[src/rtl/bp_be_pkg.sv]
// Shared back-end types for the dcache LR/SC reservation tracker.
package bp_be_pkg;

  typedef enum logic [1:0] {
    e_idle,
    e_locked,
    e_open
  } bp_be_lrsc_state_e;

endpackage

[src/rtl/bp_be_dcache_lrsc_tracker_if.sv]
// Committed-op, snoop and result signals between the dcache decoder side and the LR/SC tracker.
interface bp_be_dcache_lrsc_tracker_if #(
  parameter int paddr_width_p        = 40,
  parameter int block_offset_width_p = 6
);

  logic                                         v_i;
  logic                                         lr_op_i;
  logic                                         sc_op_i;
  logic                                         l2_op_i;
  logic [paddr_width_p-1:0]                     paddr_i;
  logic                                         clear_i;
  logic                                         snoop_v_i;
  logic [paddr_width_p-1:0]                     snoop_paddr_i;
  logic                                         snoop_yumi_o;
  logic                                         sc_v_o;
  logic                                         sc_success_o;
  logic                                         resv_v_o;
  logic [paddr_width_p-block_offset_width_p-1:0] resv_block_o;

  modport master (
    output v_i, lr_op_i, sc_op_i, l2_op_i, paddr_i, clear_i, snoop_v_i, snoop_paddr_i,
    input  snoop_yumi_o, sc_v_o, sc_success_o, resv_v_o, resv_block_o
  );

  modport slave (
    input  v_i, lr_op_i, sc_op_i, l2_op_i, paddr_i, clear_i, snoop_v_i, snoop_paddr_i,
    output snoop_yumi_o, sc_v_o, sc_success_o, resv_v_o, resv_block_o
  );

endinterface

[src/rtl/bp_be_lrsc_timer.sv]
// Loadable down-counter measuring how long a fresh reservation refuses matching snoops.
module bp_be_lrsc_timer #(
  parameter int lr_timeout_p = 16
) (
  input  logic clk_i,
  input  logic reset_n_i,
  input  logic load,
  input  logic dec,
  output logic zero
);

  localparam int cnt_width_lp = (lr_timeout_p > 1) ? $clog2(lr_timeout_p) : 1;
  localparam logic [cnt_width_lp-1:0] reload_lp = cnt_width_lp'(lr_timeout_p - 1);

  logic [cnt_width_lp-1:0] cnt;

  // NOTE: reset is synchronous, so it lives inside the clocked block and is tested first.
  always_ff @(posedge clk_i) begin
    if (!reset_n_i) begin
      cnt <= '0;
    end else if (load) begin
      cnt <= reload_lp;
    end else if (dec && (cnt != '0)) begin
      cnt <= cnt - cnt_width_lp'(1);
    end
  end

  assign zero = (cnt == '0);

endmodule

[src/rtl/bp_be_dcache_lrsc_tracker.sv]
// Single block-granular LR/SC reservation with registered SC results and post-LR snoop hold-off.
module bp_be_dcache_lrsc_tracker
  import bp_be_pkg::*;
#(
  parameter int paddr_width_p        = 40,
  parameter int block_offset_width_p = 6,
  parameter int lr_timeout_p         = 16
) (
  input  logic                        clk_i,
  input  logic                        reset_n_i,
  bp_be_dcache_lrsc_tracker_if.slave  bus
);

  localparam int block_width_lp = paddr_width_p - block_offset_width_p;

  bp_be_lrsc_state_e          state, state_n;
  logic [block_width_lp-1:0]  resv_block;
  logic                       sc_v, sc_success, resv_v;

  logic [block_width_lp-1:0]  op_block, snoop_block;
  logic                       lr, sc, op_match, snoop_match, snoop_kill, sc_success_n;
  logic                       timer_load, timer_dec, timer_zero;
  logic                       unused_offset_bits;

  assign op_block    = bus.paddr_i[paddr_width_p-1:block_offset_width_p];
  assign snoop_block = bus.snoop_paddr_i[paddr_width_p-1:block_offset_width_p];
  assign unused_offset_bits = ^{bus.paddr_i[block_offset_width_p-1:0],
                                bus.snoop_paddr_i[block_offset_width_p-1:0]};

  assign lr          = bus.v_i & bus.lr_op_i & ~bus.l2_op_i;
  assign sc          = bus.v_i & bus.sc_op_i & ~bus.l2_op_i;
  assign op_match    = (op_block == resv_block);
  assign snoop_match = (snoop_block == resv_block);

  // A matching snoop is only refused while the fresh-reservation window is running.
  assign bus.snoop_yumi_o = bus.snoop_v_i & ~((state == e_locked) & snoop_match);
  assign snoop_kill       = bus.snoop_yumi_o & snoop_match & (state != e_idle);

  assign sc_success_n = sc & (state != e_idle) & op_match & ~bus.clear_i & ~snoop_kill;

  // NOTE: every always_comb output gets a default first so no path can infer a latch.
  always_comb begin
    state_n    = state;
    timer_load = 1'b0;
    timer_dec  = 1'b0;
    unique case (state)
      e_idle: begin
        if (lr && !bus.clear_i) begin
          state_n    = e_locked;
          timer_load = 1'b1;
        end
      end
      e_locked: begin
        if (bus.clear_i || sc) begin
          state_n = e_idle;
        end else if (lr) begin
          timer_load = 1'b1;
        end else if (timer_zero) begin
          state_n = e_open;
        end else begin
          timer_dec = 1'b1;
        end
      end
      e_open: begin
        if (bus.clear_i || snoop_kill || sc) begin
          state_n = e_idle;
        end else if (lr) begin
          state_n    = e_locked;
          timer_load = 1'b1;
        end
      end
      default: state_n = e_idle;
    endcase
  end

  // NOTE: sequential state uses non-blocking assignments so every register samples pre-edge values.
  always_ff @(posedge clk_i) begin
    if (!reset_n_i) begin
      state      <= e_idle;
      resv_block <= '0;
      sc_v       <= 1'b0;
      sc_success <= 1'b0;
      resv_v     <= 1'b0;
    end else begin
      state      <= state_n;
      if (timer_load) resv_block <= op_block;
      sc_v       <= sc;
      sc_success <= sc_success_n;
      resv_v     <= (state_n != e_idle);
    end
  end

  bp_be_lrsc_timer #(
    .lr_timeout_p(lr_timeout_p)
  ) timer (
    .clk_i     (clk_i),
    .reset_n_i (reset_n_i),
    .load      (timer_load),
    .dec       (timer_dec),
    .zero      (timer_zero)
  );

  assign bus.sc_v_o       = sc_v;
  assign bus.sc_success_o = sc_success;
  assign bus.resv_v_o     = resv_v;
  assign bus.resv_block_o = resv_block;

  lr_sc_exclusive: assert property (@(posedge clk_i) disable iff (!reset_n_i) !(lr && sc));

endmodule
[src/flat_wrapper.sv]
// flat-port wrapper written by rule: the top's interface ports become plain ports
module bp_be_dcache_lrsc_tracker_flat import bp_be_pkg::*;
#(
  parameter int paddr_width_p        = 40,
  parameter int block_offset_width_p = 6,
  parameter int lr_timeout_p         = 16
)
  (clk_i, reset_n_i, bus_v_i, bus_lr_op_i, bus_sc_op_i, bus_l2_op_i, bus_paddr_i, bus_clear_i, bus_snoop_v_i, bus_snoop_paddr_i, bus_snoop_yumi_o, bus_sc_v_o, bus_sc_success_o, bus_resv_v_o, bus_resv_block_o);
  bp_be_dcache_lrsc_tracker_if #(.paddr_width_p(paddr_width_p), .block_offset_width_p(block_offset_width_p)) bus_i ();
  input  logic clk_i;
  input  logic reset_n_i;
  input wire logic [$bits(bus_i.v_i)-1:0] bus_v_i;
  input wire logic [$bits(bus_i.lr_op_i)-1:0] bus_lr_op_i;
  input wire logic [$bits(bus_i.sc_op_i)-1:0] bus_sc_op_i;
  input wire logic [$bits(bus_i.l2_op_i)-1:0] bus_l2_op_i;
  input wire logic [$bits(bus_i.paddr_i)-1:0] bus_paddr_i;
  input wire logic [$bits(bus_i.clear_i)-1:0] bus_clear_i;
  input wire logic [$bits(bus_i.snoop_v_i)-1:0] bus_snoop_v_i;
  input wire logic [$bits(bus_i.snoop_paddr_i)-1:0] bus_snoop_paddr_i;
  output wire logic [$bits(bus_i.snoop_yumi_o)-1:0] bus_snoop_yumi_o;
  output wire logic [$bits(bus_i.sc_v_o)-1:0] bus_sc_v_o;
  output wire logic [$bits(bus_i.sc_success_o)-1:0] bus_sc_success_o;
  output wire logic [$bits(bus_i.resv_v_o)-1:0] bus_resv_v_o;
  output wire logic [$bits(bus_i.resv_block_o)-1:0] bus_resv_block_o;
  assign bus_i.v_i = bus_v_i;
  assign bus_i.lr_op_i = bus_lr_op_i;
  assign bus_i.sc_op_i = bus_sc_op_i;
  assign bus_i.l2_op_i = bus_l2_op_i;
  assign bus_i.paddr_i = bus_paddr_i;
  assign bus_i.clear_i = bus_clear_i;
  assign bus_i.snoop_v_i = bus_snoop_v_i;
  assign bus_i.snoop_paddr_i = bus_snoop_paddr_i;
  assign bus_snoop_yumi_o = bus_i.snoop_yumi_o;
  assign bus_sc_v_o = bus_i.sc_v_o;
  assign bus_sc_success_o = bus_i.sc_success_o;
  assign bus_resv_v_o = bus_i.resv_v_o;
  assign bus_resv_block_o = bus_i.resv_block_o;
  bp_be_dcache_lrsc_tracker #(.paddr_width_p(paddr_width_p), .block_offset_width_p(block_offset_width_p), .lr_timeout_p(lr_timeout_p)) u_core (.clk_i(clk_i), .reset_n_i(reset_n_i), .bus(bus_i));
endmodule
[config.mk]
export PLATFORM = sky130hd
export DESIGN_NAME = bp_be_dcache_lrsc_tracker_flat
export DESIGN_NICKNAME = d
export VERILOG_FILES = /design/src/rtl/bp_be_pkg.sv /design/src/rtl/bp_be_dcache_lrsc_tracker_if.sv /design/src/rtl/bp_be_lrsc_timer.sv /design/src/rtl/bp_be_dcache_lrsc_tracker.sv /design/src/flat_wrapper.sv
export SDC_FILE = /design/constraint.sdc
export NUM_CORES = 1
export LEC_CHECK = 0
export ABC_AREA = 0
export CORE_UTILIZATION = 44
export DETAILED_ROUTE_END_ITERATION = 7
export PLACE_DENSITY = 0.95
export SLEW_MARGIN = 10
export SYNTH_ARGS = -nofsm -noshare
export SYNTH_HDL_FRONTEND = slang
export SYNTH_SLANG_ARGS = --single-unit
[constraint.sdc]
create_clock -name clk_i -period 3.6 [get_ports clk_i]
set_input_delay 0.72 -clock clk_i [delete_from_list [all_inputs] [get_ports clk_i]]
set_output_delay 0.72 -clock clk_i [all_outputs]
set_load 0.02 [all_outputs]
; Word-level counts from Yosys, hierarchy flattened
; Index checks and enable logic that the tools add are counted.
[totals]
register_bits = 43
latch_bits = 0
mem_bits_rw = 0
romBits = 0
input_bits = 88
out_inout_bits = 38
elab_cells = 57
mem_count = 0
[op_classes]
add_sub_neg = 1
mul = 0
div = 0
order_cmp = 0
n_eq_ne = 4
n_shift = 0
n_mux = 18
bitwise_logic = 16
n_reduce_logical = 12
[ops]
columns = op, n
row1 = == test 34 bit, 2
row2 = AND 1 bit, 12
row3 = two-way mux 2 bit, 6
row4 = two-way mux 1 bit, 8
row5 = two-way mux 4 bit, 2
row6 = one-hot mux 2 bit (3 select lines), 1
row7 = nonzero test 2 bit, 3
row8 = zero test 4 bit, 1
row9 = NOT 1 bit, 4
row10 = nonzero test 4 bit, 1
row11 = "subtractor 4 x 1 -> 4 bit, second input constant", 1
row12 = logical OR 1 bit, 3
row13 = one-hot mux 1 bit (3 select lines), 1
row14 = "== test 2 x 1 -> 1 bit, second input constant", 1
row15 = "== test 2 bit, second input constant", 1
row16 = logical AND 1 bit, 2
row17 = zero test 2 bit, 1
row18 = zero test 1 bit, 1

; Depth between registers and ports, before layout
[depth]
depth_word = 11
depth_mapped = 8
mapped_depth_nobuf = 8

; Cells and area by module
; A second synthesis with hierarchy kept.
[hier_totals]
hier_cells = 299
hier_area_um2 = 2638.8
[modules_own_cells]
columns = module, instances, cells_per_inst, area_per_inst_um2, seq_area_each_um2
row1 = bp_be_dcache_lrsc_tracker, 1, 275, 2417.3, 780.7
row2 = bp_be_lrsc_timer, 1, 24, 221.5, 80.1

; Worst setup path before layout
; OpenSTA, ideal clock, no wires.
[synth_timing]
path_type = in2out
from = in bus_snoop_paddr_i[7]
to = out bus_snoop_yumi_o
arrival_time_ns = 1.510
required_ns = 2.880
slack_ns = 1.370
cell_stages = 5
cell_sequence = xnor2_1 > nand4_1 > nor3_1 > nand4_1 > o21a_1
[synth_between]
elab_chain_cells = 4
[synth_rtl]
columns = element, line_no
row1 = "start, declared", flat_wrapper.sv:19  ; input wire logic [$bits(bus_i.snoop_paddr_i)-1:0] bus_snoop_paddr_i;
row2 = == test 34 bit, bp_be_dcache_lrsc_tracker.sv:33  ; assign snoop_match = (snoop_block == resv_block);
row3 = AND 1 bit, bp_be_dcache_lrsc_tracker.sv:36  ; assign bus.snoop_yumi_o = bus.snoop_v_i & ~((state == e_locked) & snoop_match);
row4 = NOT 1 bit, bp_be_dcache_lrsc_tracker.sv:36
row5 = AND 1 bit, bp_be_dcache_lrsc_tracker.sv:36
row6 = "end, declared", flat_wrapper.sv:20  ; output wire logic [$bits(bus_i.snoop_yumi_o)-1:0] bus_snoop_yumi_o;
; No other way between the ends.

; Worst setup path after layout
; Same ends and word-level chain as after synthesis.

==> out/metrics.yaml <==
synthesis:
  postSynthCellCount: 294
  synth_fp_nets: 383
  synth_area_per_cell_um2: 8.72
  syn-cell-area_um2: 2560
  synth_cell_type_count: 32
  yosysSeqAreaShare_pct: 33.6
  ys_warn_count: 0
  ys_ff_latch: 43
setup_path:
  cp-start-kind: "input pin"
  cp_cell_sequence: "clkdlybuf4s50_1 -> xnor2_1 -> nand4_1 -> nor3_1 -> buf_4 -> nand4_1 -> o21a_1 -> clkdlybuf4s50_1"
  cpPeakStageDelay_ns: 0.54
  worstSetupEndpointType: "output pin"
  crit_fanout: 2
  slowest_stage: "clkdlybuf4s50_1"
  worstPathRequired_ns: 2.88
  criticalPathCategory: "in2out"
  critPathArrivalTime_ns: 2.73
timing:
  finalSetupViolCount: 0
  min_period_ns: 3.45
  fin_setup_tns_ns: 0
  rsz0062_at_grt: "no"
  skew_ns: 0.00847
  worst_pin_slew_ns: 0.808
  maxSlewHeadroom_pct: 46.1
  fin_ws_ns: 0.147
  finalHoldViolations: 0
  fmax_mhz: 290
  fin_crit_sh_pct: 95.9
  slew_violations: 0
  fin_hold_ws_ns: 0.512
global_route:
  antenna_found_initial: 0
  grt_start_max_net_pins: 48
  gr-usage-all-layers_pct: 23.8
  grt.overflow.total: 0
  grt_pass1_wl_um: 11300
  grt_pass1_vias: 2416
finish:
  layout.cells.non_filler: 477
  layout-drive-gt1-share_pct: 3.46
  fill_cells: 446
  nets: 493
  mostFrequentLayoutCell: "clkdlybuf4s50_1"
  synthToLayoutAreaGrowth_pct: 50.0
  most-common-layout-cells: "clkdlybuf4s50_1 (112), nand2_1 (75), xnor2_1 (45)"
  final_util_pct: 68.9
  antenna_cells: 0
  fin_area_um2: 3840
run:
  drv_cap: 0
detailed_routing:
  via_count: 2459
  drcViolationCount: 0
  drt_iter0_drc: 147
  dr.pass1.iters: 4
  viasPerCell: 5.16
  drtAntennaViolNets: 0
  finalWirelength_um: 7050
  wl_per_cell_um: 14.8
clocking:
  clockBufferDepth: 2
  cts_tree: "built"
  clock-sinks: 43
  cts_buffers: 5
  ctsRootBufferMaster: "clkbuf_8"
  clk_pin_slew_worst_paths_ns: 0.08
  ctsHoldBuffers: 0
  insertion_delay_ns: 0.30
  cts_resized: 0
  cts_max_level: 2
  post_cts_buffers: 0
floorplanning:
  rows: 27
  dieHeight_um: 78.3
  dieArea_um2: 6130
  core_um2: 5570
  start_util_pct: 46.0
  die_w_um: 78.3
  pin_count: 126
power:
  seq_power_share_pct: 44.6
  netSwitchingPower_uw: 275
  p_comb_share_pct: 20.6
  power.density_nw_per_um2: 292
  peakVddDrop_mv: 0.161
  leakagePower_nw: 1.38
  power_mw: 1.12
  power_frac_clock_pct: 34.8
  p_int_uw: 847
  netSwitchingFraction_pct: 24.5
placed_design:
  gp_congestion: 0.816
  placed_area_um2: 3720
  place_hpwl_um: 5480
  port_buffers: 113
  post-place-ws_ns: 0.158
  placedCellCount: 469
min_path:
  hold_class: "reg2reg"
status:
  outcome: "finished clean"
-- worst paths after layout --
check | startpoint | endpoint | slack, ns | cells after the start
worst min register to register | u_core.bus.resv_block_o[30] | u_core.bus.resv_block_o[30] | 0.51 | 2
worst max register to register | u_core.bus.resv_block_o[27] | u_core.timer.cnt[3] | 1.36 | 6
worst max-delay path | bus_snoop_paddr_i[7] | bus_snoop_yumi_o | 0.15 | 8
worst min-delay path | u_core.bus.resv_block_o[30] | u_core.bus.resv_block_o[30] | 0.51 | 2
-- registers in the layout (all words and copies together) (netlist names) --
| register | cells |
|---|---|
| u_core.timer.cnt | 4 |
| u_core.bus.resv_v_o | 1 |
| u_core.bus.sc_v_o | 1 |
| u_core.bus.resv_block_o | 34 |
| u_core.state | 2 |
| u_core.bus.sc_success_o | 1 |
-- power groups by stage --
| stage | logic, mW | registers (mW) | clock network (mW) |
|---|---|---|---|
| floorplan | 0.0902 | 0.520 | 0 |
| global placement | 0.224 | 0.511 | 0 |
| detailed placement | 0.230 | 0.512 | 0 |
| CTS | 0.232 | 0.501 | 0.396 |
| global route | 0.248 | 0.503 | 0.415 |
| finish | 0.231 | 0.501 | 0.391 |
-- routing by layer --
metal  track usage (%)  share of wire (%)  vias up
met4              9.81                1.9        0
met5                 0                  0        -
li1                  -                  -     1203
met1              26.9                 39     1135
met2              42.9                 52      110
met3              5.47                8.0       11
-- critical path, delay by kind of cell --
family                    cells  cell delay [ns]
buffers and inverters         3             1.18
and+or+nand+nor               3             0.52
AOI/OAI and AO/OA             1             0.19
xor gates and xnor gates      1             0.13
-- cell type report --
| class | instances | area, um^2 | share of cell area [%] |
|---|---|---|---|
| Inverter | 3 | 11.3 | 0.293 |
| Timing Repair Buffer | 115 | 1140 | 29.7 |
| Multi-Input combinational cell | 236 | 1620 | 42.2 |
| Clock buffer | 6 | 82.6 | 2.15 |
| Sequential cell | 43 | 861 | 22.4 |
| Clock inverter | 2 | 35.0 | 0.912 |
| Tap cell | 72 | 90.1 | 2.34 |
-- synth_stat cells --
| cell type | instances | area share, % |
|---|---|---|
| nor4_2 | 1 | 0.49 |
| xor2_1 | 26 | 8.9 |
| a221oi_1 | 1 | 0.34 |
| nand2b_1 | 1 | 0.24 |
| or4_1 | 1 | 0.29 |
| nor2b_1 | 1 | 0.24 |
| and3_1 | 1 | 0.24 |
| ha_1 | 1 | 0.49 |
| a21oi_1 | 2 | 0.39 |
| nor2_1 | 4 | 0.59 |
| inv_1 | 3 | 0.44 |
| nor4_1 | 7 | 1.7 |
| mux2i_1 | 34 | 13 |
| nand4_1 | 15 | 3.7 |
| nand2b_4 | 1 | 0.54 |
| dfxtp_1 | 43 | 34 |
| buf_6 | 3 | 1.3 |
| nand2_1 | 75 | 11 |
| nor3b_1 | 1 | 0.29 |
| clkbuf_1 | 8 | 1.2 |
| a2111o_1 | 1 | 0.44 |
| o21a_1 | 5 | 1.5 |
| and2_1 | 1 | 0.24 |
| buf_2 | 1 | 0.20 |
| xnor2_1 | 45 | 15 |
| o21ai_0 | 2 | 0.39 |
| a21boi_0 | 1 | 0.29 |
| nor4b_1 | 1 | 0.34 |
| maj3_1 | 1 | 0.39 |
| and2_4 | 1 | 0.34 |
| nor3_1 | 5 | 0.98 |
| and3b_1 | 1 | 0.34 |
-- cells by family after synthesis --
kind of cell,Yosys count,synth area share [%]
xor gates and xnor gates,71,24.3
DFF,43,33.6
muxes,34,13.3
buffers and inverters,15,3.12
AOI/OAI and AO/OA,12,3.32
adders and majority gates,2,0.879
and+or+nand+nor,117,21.5
Power figures use the tool's default switching activity.
